<file path="config.mk">
export PLATFORM = sky130hd
export DESIGN_NAME = prio_arbiter_multimode
export DESIGN_NICKNAME = d
export VERILOG_FILES = /design/src/rtl/prio_arb_pkg.sv /design/src/rtl/prio_pick_lsb.sv /design/src/rtl/prio_arbiter_multimode.sv
export SDC_FILE = /design/constraint.sdc
export NUM_CORES = 1
export LEC_CHECK = 0
export ABC_AREA = 1
export ABC_CLOCK_PERIOD_IN_PS = 4920
export BUFFER_PORTS_ARGS = -buffer_cell sky130_fd_sc_hd__buf_2
export CORE_MARGIN = 2
export CORE_UTILIZATION = 54
export CTS_BUF_LIST = sky130_fd_sc_hd__clkbuf_16
export CTS_CLUSTER_SIZE = 14
export DETAILED_ROUTE_END_ITERATION = 6
export PLACE_DENSITY_LB_ADDON = 0.12
export SLEW_MARGIN = 20
export SYNTH_ARGS = -nofsm -noshare
export SYNTH_HDL_FRONTEND = slang
export SYNTH_SLANG_ARGS = --single-unit
</file>
<file path="constraint.sdc">
create_clock -name clk -period 4.92 [get_ports clk]
set_clock_uncertainty 0.05 [all_clocks]
set_input_delay 0.984 -clock clk [delete_from_list [all_inputs] [get_ports clk]]
set_output_delay 0.984 -clock clk [all_outputs]
set_load 0.01 [all_outputs]
</file>
<file path="src/rtl/prio_arb_pkg.sv">
// Shared types for the multi-mode priority arbiter: arbitration policy and FSM state.
package prio_arb_pkg;

  typedef enum logic [1:0] {
    ARB_FIXED_MSB = 2'd0,
    ARB_FIXED_LSB = 2'd1,
    ARB_RR        = 2'd2,
    ARB_RSVD      = 2'd3
  } arb_mode_e;

  typedef enum logic {
    ARB_IDLE   = 1'b0,
    ARB_LOCKED = 1'b1
  } arb_state_e;

endpackage

</file>
<file path="src/rtl/prio_pick_lsb.sv">
// Combinational lowest-set-bit picker: returns a one-hot (or zero) vector.
module prio_pick_lsb #(
  parameter int SIZE = 4
) (
  input  logic [SIZE-1:0] req_i,
  output logic [SIZE-1:0] gnt_o
);

  assign gnt_o = req_i & (~req_i + SIZE'(1));

endmodule

</file>
<file path="src/rtl/prio_arbiter_multimode.sv">
// One-hot arbiter with MSB/LSB/round-robin policy and burst locking via ready/last.
//   state      | meaning
//   ARB_IDLE   | arbitrate every cycle per mode; a non-last transfer opens a burst
//   ARB_LOCKED | grant held on owner until last beat or beat cap
module prio_arbiter_multimode
  import prio_arb_pkg::*;
#(
  parameter int SIZE      = 4,
  parameter int MAX_BEATS = 0,
  parameter int IDX_W     = (SIZE > 1) ? $clog2(SIZE) : 1
) (
  input  logic             clk,
  input  logic             rst,
  input  logic [1:0]       mode,
  input  logic [SIZE-1:0]  req,
  input  logic [SIZE-1:0]  last,
  input  logic             ready,
  output logic [SIZE-1:0]  gnt,
  output logic             gnt_valid,
  output logic [IDX_W-1:0] gnt_idx,
  output logic             locked
);

  localparam int CNT_W = (MAX_BEATS > 0) ? $clog2(MAX_BEATS + 1) : 1;
  localparam int CAP   = (MAX_BEATS > 0) ? MAX_BEATS - 1 : 0;
  localparam logic SINGLE_BEAT = (MAX_BEATS == 1);
  localparam logic CAP_EN      = (MAX_BEATS > 0);
  localparam logic [IDX_W-1:0] LAST_IDX = IDX_W'(SIZE - 1);

  arb_state_e       state_q, state_d;
  logic [IDX_W-1:0] owner_q, owner_d;
  logic [IDX_W-1:0] rr_ptr_q, rr_ptr_d;
  logic [CNT_W-1:0] beat_cnt_q, beat_cnt_d;

  arb_mode_e        mode_e;
  logic [SIZE-1:0]  rr_mask;
  logic [SIZE-1:0]  pick_lsb, pick_msb_rev, pick_rr;
  logic [SIZE-1:0]  idle_gnt, gnt_raw, owner_oh;
  logic [IDX_W-1:0] next_ptr;
  logic             xfer, cap_hit;

  function automatic logic [SIZE-1:0] bit_rev(input logic [SIZE-1:0] v);
    logic [SIZE-1:0] r;
    for (int i = 0; i < SIZE; i++) r[i] = v[SIZE-1-i];
    return r;
  endfunction

  assign mode_e   = arb_mode_e'(mode);
  // Bits at or above the round-robin pointer.
  assign rr_mask  = ~((SIZE'(1) << rr_ptr_q) - SIZE'(1));
  assign owner_oh = SIZE'(1) << owner_q;

  prio_pick_lsb #(.SIZE(SIZE)) u_pick_lsb (.req_i(req),           .gnt_o(pick_lsb));
  prio_pick_lsb #(.SIZE(SIZE)) u_pick_msb (.req_i(bit_rev(req)),  .gnt_o(pick_msb_rev));
  prio_pick_lsb #(.SIZE(SIZE)) u_pick_rr  (.req_i(req & rr_mask), .gnt_o(pick_rr));

  always_comb begin
    idle_gnt = bit_rev(pick_msb_rev);
    case (mode_e)
      ARB_FIXED_LSB: idle_gnt = pick_lsb;
      ARB_RR:        idle_gnt = (pick_rr != '0) ? pick_rr : pick_lsb;
      default:       idle_gnt = bit_rev(pick_msb_rev);
    endcase
  end

  assign gnt_raw   = (state_q == ARB_LOCKED) ? (owner_oh & req) : idle_gnt;
  assign gnt       = rst ? '0 : gnt_raw;
  assign gnt_valid = |gnt;
  assign locked    = (state_q == ARB_LOCKED);

  always_comb begin
    gnt_idx = '0;
    for (int i = 0; i < SIZE; i++) begin
      if (gnt[i]) gnt_idx = gnt_idx | IDX_W'(i);
    end
  end

  assign xfer     = gnt_valid & ready;
  assign next_ptr = (gnt_idx == LAST_IDX) ? '0 : gnt_idx + IDX_W'(1);
  assign cap_hit  = CAP_EN && (beat_cnt_q == CNT_W'(CAP));

  always_comb begin
    state_d    = state_q;
    owner_d    = owner_q;
    rr_ptr_d   = rr_ptr_q;
    beat_cnt_d = beat_cnt_q;
    case (state_q)
      ARB_IDLE: begin
        if (xfer) begin
          if (last[gnt_idx] || SINGLE_BEAT) begin
            rr_ptr_d = next_ptr;
          end else begin
            state_d    = ARB_LOCKED;
            owner_d    = gnt_idx;
            beat_cnt_d = CNT_W'(1);
          end
        end
      end
      ARB_LOCKED: begin
        if (xfer) begin
          if (last[gnt_idx] || cap_hit) begin
            state_d    = ARB_IDLE;
            rr_ptr_d   = next_ptr;
            beat_cnt_d = '0;
          end else begin
            beat_cnt_d = beat_cnt_q + CNT_W'(1);
          end
        end
      end
      default: state_d = ARB_IDLE;
    endcase
  end

  always_ff @(posedge clk or posedge rst) begin
    if (rst) begin
      state_q    <= ARB_IDLE;
      owner_q    <= '0;
      rr_ptr_q   <= '0;
      beat_cnt_q <= '0;
    end else begin
      state_q    <= state_d;
      owner_q    <= owner_d;
      rr_ptr_q   <= rr_ptr_d;
      beat_cnt_q <= beat_cnt_d;
    end
  end

endmodule
</file>
== After elaboration in Yosys (flattened, before gate mapping) ==
Cells that the tools add are included.
Word-level totals
  memory bits (read-only): 0
  logic and storage cells: 46
  bits in registers: 5
  bits of input ports: 13
  bits in latches: 0
  memories kept: 0
  memory bits (writable): 0
Cells by class
  eq/ne operators: 3
  multiply operators: 0
  $lt $le $gt $ge: 1
  reductions and logical operators: 4
  div/mod/pow operators: 0
  multiplexer cells: 16
  shift-type cells: 2
  bitwise logic cells: 12
  $add $sub $neg: 5
Operators with widths (count)
  4-bit bitwise AND: 5
  4-bit inverter: 4
  4-bit by 1-bit adder with 4-bit output, second input constant: 3
  4-bit 2-to-1 mux: 3
  2-bit 2-to-1 mux: 5
  4-bit case mux with 2 select lines: 1
  1-bit by 2-bit left shift with 4-bit output, first input constant: 2
  1-bit 2-to-1 mux: 5
  2-bit equality test, second input constant: 2
  4-bit nonzero test: 1
  4-bit OR reduction: 1
  4-bit by 2-bit subtractor with 4-bit output, second input constant: 1
  2-bit by 3-bit less-than comparator with 1-bit output, second input constant: 1
  3-bit AND reduction: 1
  2-bit by 1-bit adder with 2-bit output, second input constant: 1
  1-bit binary-select mux with 2-bit select: 1
  2-bit by 1-bit equality test with 1-bit output, second input constant: 1
  1-bit inverter: 2
  1-bit case mux with 2 select lines: 1
  2-bit AND reduction: 1
  1-bit bitwise AND: 1

== Logic depth before layout (Yosys ltp) ==
Gate-level depths: netlist (run 1).
  depth in word-level cells: 20
  mapped depth: 18
  depth with buffers taken out: 18

== Modules after synthesis ==
Synthesis (run 1) repeated with hierarchy kept, for this count alone.
Second synthesis, totals
  cell total of the unflattened synthesis: 142
  area total of the unflattened synthesis: 808.3 µm²
By module, submodules not included
  prio_arbiter_multimode: area an instance 695.7 µm², instances 1, cells each 115, seq. area each 125.1 µm²
  prio_pick_lsb: area an instance 37.5 µm², instances 3, cells each 9, seq. area each 0.0 µm²

== Worst setup path before layout (run 1) ==
No wires, ideal clock.
  kind: input -> output
  start: in mode[0]
  end: out gnt_valid
  slack: 1.875 ns
  arrival time: 2.011 ns
  required time: 3.886 ns
  path buffers: 0
  stages on the path: 12
  cells stage by stage: inv_1 > ha_1 > inv_1 > nor2_1 > nand2_1 > nand2_1 > inv_1 > nand2_1 > nand2_2 > nand2_4 > inv_4 > nand3_2
Between the ends
  cells in the longest elaborated chain, start to end: 5
  elaborated cells between the ends (all ways): 6
Ends and longest elaborated chain
  from (decl): RTL line prio_arbiter_multimode.sv:14  | input logic [1:0] mode,
  2-bit equality test / 2-bit by 1-bit equality test with 1-bit output (equally long branches): RTL line prio_arbiter_multimode.sv:59  | case (mode_e)
  4-bit case mux with 2 select lines (*): RTL line prio_arbiter_multimode.sv:59
  4-bit 2-to-1 mux (*): RTL line prio_arbiter_multimode.sv:66  | assign gnt_raw = (state_q == ARB_LOCKED) ? (owner_oh & req) : idle_gnt;
  4-bit 2-to-1 mux (*): RTL line prio_arbiter_multimode.sv:67  | assign gnt = rst ? '0 : gnt_raw;
  4-bit OR reduction (*): RTL line prio_arbiter_multimode.sv:68  | assign gnt_valid = |gnt;
  to (decl): RTL line prio_arbiter_multimode.sv:19  | output logic gnt_valid,
Every way passes the cells marked *; elsewhere a longest branch is shown, timed or not.

== Worst setup path after layout (run 1) ==
Ends and elaborated chain as after synthesis.

==> run_results.csv, run 1 <==
group,metric,value,unit
power_and_ir_drop,leakage,0.5599,nW
critical_path,path_class,"in2out",
timing,period_minus_slack,3330,ps
clock_network,max-clock-path-buffers,2,
logic_synthesis,yosysTopAreaCellShare,18.69,%
placement,routabilityCongestion,0.7542,
die,rows,13,
layout,fin_cells,157,
critical_path,crit_required,3890,ps
critical_path,arrival,2300,ps
critical_path,crit_chain,"buf_2, inv_1, ha_1, inv_1, nor2_1, nand2_1, nand2_1, inv_1, nand2_1, nand2_2, nand2_4, inv_4, nand3_2, buf_2",
placement,dp_hpwl,1.298,mm
critical_path,critPathLaunchType,"primary input",
power_and_ir_drop,p_per_area,499.4,nW/µm²
layout,n_antenna_cell,0,
logic_synthesis,yosys-top-cells-area,"nand2_1 19%, dfrtp_1 17%, inv_1 11%",
logic_synthesis,netlist_instances,119,
route,drt_wl_total,1.596,mm
timing,rsz0062_at_grt,"false",
route,wire_per_inst,10.17,µm
logic_synthesis,yosysSeqAreaShare,17.30,%
placement,dpl-instance-area,830.8,µm²
timing,relSlewSlack,77.78,%
critical_path,reg2reg_from,"rr_ptr_q[1]",
clock_network,cts.clk_slew.worst_paths,30,ps
layout,final_cell_mix,"36 x nand2_1, 22 x inv_1, 20 x buf_2",
die,start_util,57.00,%
clock_network,postCtsHoldBufs,0,
timing,setup_viol,0,
logic_synthesis,ys_types,20,
critical_path,critPathSlowestCell,"ha_1",
critical_path,end_kind,"primary output",
power_and_ir_drop,ir_drop,0.0003877,V
clock_network,cts.repair.resized,0,
layout,final_common_cell,"nand2_1",
timing,drv_slew,0,
clock_network,cts_tree,"built",
route,wl_met3,58,µm
clock_network,cts-htree-levels,1,
logic_synthesis,synth_nets,134,
placement,port_buffers,20,
global_routing,grt.total_usage,24.57,%
route,met2WireLength,847,µm
critical_path,crit_start,"mode[0]",
clock_network,cts_root_buf,"clkbuf_16",
timing,worst_pin_slew,333.4,ps
placement,placed_cells,153,
route,top_layer,"met3",
logic_synthesis,ys_ff_latch,5,
layout,fin_area,909.6,µm²
logic_synthesis,syn_area_per_cell,6.077,µm²
min_path,min_from,"rr_ptr_q[1]",
die,pin_count,21,
layout,fin_nets,158,
timing,fmax,300.3,MHz
layout,drive_above_1_share,31.69,%
clock_network,clk_latency,220,ps
logic_synthesis,synth-warning-count,0,
logic_synthesis,syn_area,723.2,µm²
timing,whs,467.4,ps
route,vias,793,
global_routing,grt_max_degree,11,
route,drtPass1Iterations,4,
route,drc,0,
global_routing,grt_pass1_wl,2.766,mm
route,drt_first_iter_violations,6,
clock_network,numCtsBuffers,3,
timing,hold_viol,0,
flow_run,maxCapViolations,0,
die,core_area,1269,µm²
logic_synthesis,yosysTopAreaCell,"nand2_1",
global_routing,antenna_found_initial,0,
global_routing,grt_pass1_vias,709,
clock_network,postCtsSetupBuffers,0,
status,status,"finished clean",
global_routing,globalRouteOverflowTotal,0,
timing,post-route-period-util,67.68,%
layout,syn_to_final_growth,25.78,%
route,wirelength_met1,689,µm
critical_path,critPathMaxFanout,4,
timing,fin_tns_setup,0,ps
critical_path,crit_path_max_incr_delay,320,ps
clock_network,cts.sink_count,5,
min_path,hp-class,"reg2reg",
die,die_height,40.60,µm
route,vias_per_cell,5.051,
route,ant_nets,0,
die,dieArea,1648,µm²
die,die_x,40.60,µm
[state kept, by name (all words and copies together) (netlist names)]
name      cells
locked        1
rr_ptr_q      2
owner_q       2
[critical path, delay by kind of cell]
family / cells / cell delay (ps)
fa+ha+maj: 1 / 320
buf+inv: 6 / 420
simple gates: 7 / 580
[path summary, 6_finish.rpt]
path                       cells past startpoint  slack, ps     endpoint
setup / recovery                              14       1590    gnt_valid
hold / removal                                 2        470  rr_ptr_q[1]
setup reg to reg                              17       3030       locked
hold reg to reg                                2        470  rr_ptr_q[1]
max in group asynchronous                      2       3930   owner_q[1]
min in group asynchronous                      2        670       locked
[kinds of logic (layout without fill, tap and decap cells)]
group                      count (synthesis)  after routing  share of synthesized area [%]
DFF                                        5              5                          17.30
AOI/OAI and AO/OA                          8              8                          5.708
buffers and inverters                     23             46                          13.32
adders and majority gates                  2              2                          3.460
and+or+nand+nor                           81             81                          60.21
[through the flow]
| stage | utilization, % | setup WS [ps] | power (mW) |
|---|---|---|---|
| floorplan | - | 1875 | 0.2730 |
| global placement | 65.48 | 1622 | 0.3193 |
| detailed placement | 65.48 | 1588 | 0.3248 |
| CTS | 71.70 | 1583 | 0.4576 |
| global route | 71.70 | 1417 | 0.4971 |
| finish | 71.70 | 1590 | 0.4543 |
[cell usage after synthesis (all sizes together)]
cell type,number
a21oi,5
a31oi,1
buf,1
dfrtp,5
ha,2
inv,22
nand2,51
nand3,16
nand3b,1
nand4,5
nor2,8
o21ai,2
[power by group]
part,switching (mW),internal [mW]
Clock,0.0242,0.105
Combinational,0.152,0.0869
Sequential,0.0262,0.0600
Total,0.202,0.252
[area by class of cell]
| cell class | instances | area [µm²] |
|---|---|---|
| Clock buffer | 3 | 75.07 |
| Clock inverter | 1 | 3.754 |
| Fill cell | 125 | 359.1 |
| Inverter | 22 | 85.08 |
| Multi-Input combinational cell | 91 | 501.7 |
| Sequential cell | 5 | 125.1 |
| Tap cell | 15 | 18.77 |
| Timing Repair Buffer | 20 | 100.1 |
[routing by layer]
| layer | global-route usage (%) | vias up |
|---|---|---|
| met5 | 0 | - |
| met4 | 0 | 0 |
| met3 | 5.000 | 0 |
| met2 | 48.41 | 18 |
| met1 | 28.14 | 357 |
| li1 | - | 418 |
Power figures use the tool's default switching activity.
==> run 2, diff against run 1 <==
--- a/config.mk
+++ b/config.mk
@@ -6,10 +6,10 @@
 export NUM_CORES = 1
 export LEC_CHECK = 0
 export ABC_AREA = 1
-export ABC_CLOCK_PERIOD_IN_PS = 4920
+export ABC_CLOCK_PERIOD_IN_PS = 2800
 export BUFFER_PORTS_ARGS = -buffer_cell sky130_fd_sc_hd__buf_2
 export CORE_MARGIN = 2
-export CORE_UTILIZATION = 54
+export CORE_UTILIZATION = 45
 export CTS_BUF_LIST = sky130_fd_sc_hd__clkbuf_16
 export CTS_CLUSTER_SIZE = 14
 export DETAILED_ROUTE_END_ITERATION = 6
==> constraint.sdc (replaced) <==
create_clock -name clk -period 2.8 [get_ports clk]
set_clock_uncertainty 0.05 [all_clocks]
set_input_delay 0.56 -clock clk [delete_from_list [all_inputs] [get_ports clk]]
set_output_delay 0.56 -clock clk [all_outputs]
set_load 0.01 [all_outputs]
==> run 2 against run 1 <==
Against the previous run:
- wire length rose by 3.8%
- sequential share of layout area hardly changed
- via count increased by 2.3%
- clock-buffer cell count is the same
- die area rose by 18%
- register-to-register slack worse by 2100 ps
- clock power grew 79%
- final cell count up 0.64%
- sequential power grew 80%
- global-route usage decreased by 6.3 points
- critical path type unchanged
==> run_results.csv, run 2 (synthesis results as in run 1) <==
group,metric,value,unit
status,status,"finished clean",
global_routing,grt_pass1_vias,732,
critical_path,critPathLaunchType,"primary input",
power_and_ir_drop,p_per_area,881.3,nW/µm²
clock_network,postCtsSetupBuffers,0,
clock_network,cts.sink_count,5,
route,ant_nets,0,
placement,placement.setup.worst_slack,295.9,ps
critical_path,crit_required,2190,ps
placement,routabilityCongestion,0.8795,
route,vias,811,
timing,fmax,399.8,MHz
timing,drv_slew,0,
critical_path,end_kind,"primary output",
timing,setup_viol,0,
die,core_area,1506,µm²
clock_network,cts.clk_slew.worst_paths,30,ps
timing,post-route-period-util,89.32,%
layout,n_antenna_cell,0,
critical_path,critPathMaxFanout,4,
die,die_x,44.09,µm
route,drt_wl_total,1.656,mm
power_and_ir_drop,power.total,802.8,µW
timing,rsz0062_at_grt,"false",
route,wire_per_inst,10.48,µm
clock_network,cts.repair.resized,0,
global_routing,grt.total_usage,18.24,%
critical_path,reg2reg_from,"rr_ptr_q[0]",
power_and_ir_drop,ir_drop,0.0007193,V
global_routing,grt_pass1_wl,2.697,mm
clock_network,cts_root_buf,"clkbuf_16",
critical_path,path_class,"in2out",
layout,syn_to_final_growth,25.95,%
route,drt_first_iter_violations,13,
route,drc,0,
timing,relSlewSlack,73.97,%
clock_network,clk_latency,230,ps
die,die_height,44.09,µm
timing,worst_pin_slew,390.4,ps
clock_network,cts-htree-levels,1,
layout,final_common_cell,"nand2_1",
critical_path,crit_start,"mode[0]",
route,drtPass1Iterations,4,
power_and_ir_drop,leakage,0.5599,nW
critical_path,rrSetupSlack,910,ps
layout,drive_above_1_share,31.69,%
critical_path,arrival,1890,ps
clock_network,cts_tree,"built",
die,pin_count,21,
die,dieArea,1944,µm²
global_routing,globalRouteOverflowTotal,0,
clock_network,postCtsHoldBufs,0,
placement,dp_hpwl,1.320,mm
timing,period_minus_slack,2501,ps
clock_network,max-clock-path-buffers,2,
flow_run,maxCapViolations,0,
timing,hold_viol,0,
placement,port_buffers,20,
layout,final_cell_mix,"36 x nand2_1, 22 x inv_1, 20 x buf_2",
min_path,hp-class,"in2async",
die,start_util,48.01,%
clock_network,numCtsBuffers,3,
global_routing,antenna_found_initial,0,
global_routing,grt_max_degree,11,
timing,fin_tns_setup,0,ps
layout,nFillCells,143,
layout,fin_nets,158,
route,vias_per_cell,5.133,
timing,worst_slack,298.9,ps
die,rows,14,
[run 2: cell counts in the layout (fill, tap and decap cells not counted)]
Identical to the previous run, type by type.
[run 2: path summary, 6_finish.rpt]
check                               to  cells after the start
setup reg to reg                locked                     17
setup / recovery             gnt_valid                     14
hold / removal             rr_ptr_q[0]                      2
hold reg to reg            rr_ptr_q[1]                      2
min in group clk           rr_ptr_q[1]                      2
max in group asynchronous   owner_q[0]                      2
[run 2: through the flow]
step                      hold slack (ps)  utilization [%]  area (µm²)  cells
after floorplan                     328.2                -       723.2    119
after global placement              459.0            55.23       832.0    154
after detailed placement            462.0            55.23       832.0    154
after CTS                           250.8            60.47       910.9    158
after global routing                273.6            60.47       910.9    158
final                               240.3            60.47       910.9    158
[run 2: worst max-delay path: stages]
cell,delay [ps]
buf_2,90
inv_1,40
ha_1,320
inv_1,80
nor2_1,120
nand2_1,60
nand2_1,50
inv_1,40
nand2_1,70
nand2_2,80
nand2_4,110
inv_4,40
nand3_2,90
buf_2,130
[run 2: final cells by class]
class | count | area, µm² | area share, %
inverters | 22 | 85.08 | 9.341
repair buffers | 20 | 100.1 | 10.99
flip-flops and latches | 5 | 125.1 | 13.74
clock inverters | 1 | 3.754 | 0.4121
clock buffers | 3 | 75.07 | 8.242
well taps | 16 | 20.02 | 2.198
multi-input cells | 91 | 501.7 | 55.08
[run 2: routing by layer]
| layer | up-vias | share of wire [%] | track usage (%) |
|---|---|---|---|
| li1 | 418 | - | - |
| met1 | 366 | 41 | 19.80 |
| met2 | 27 | 54 | 33.82 |
| met3 | 0 | 5.3 | 4.082 |
| met4 | 0 | 0 | 7.273 |
| met5 | - | 0 | 0 |
[run 2: report_power, final]
part           switching, mW  leakage [nW]  internal (mW)
registers             0.0500        0.0638          0.105
clock network         0.0462        0.0423          0.185
logic                  0.264         0.454          0.153
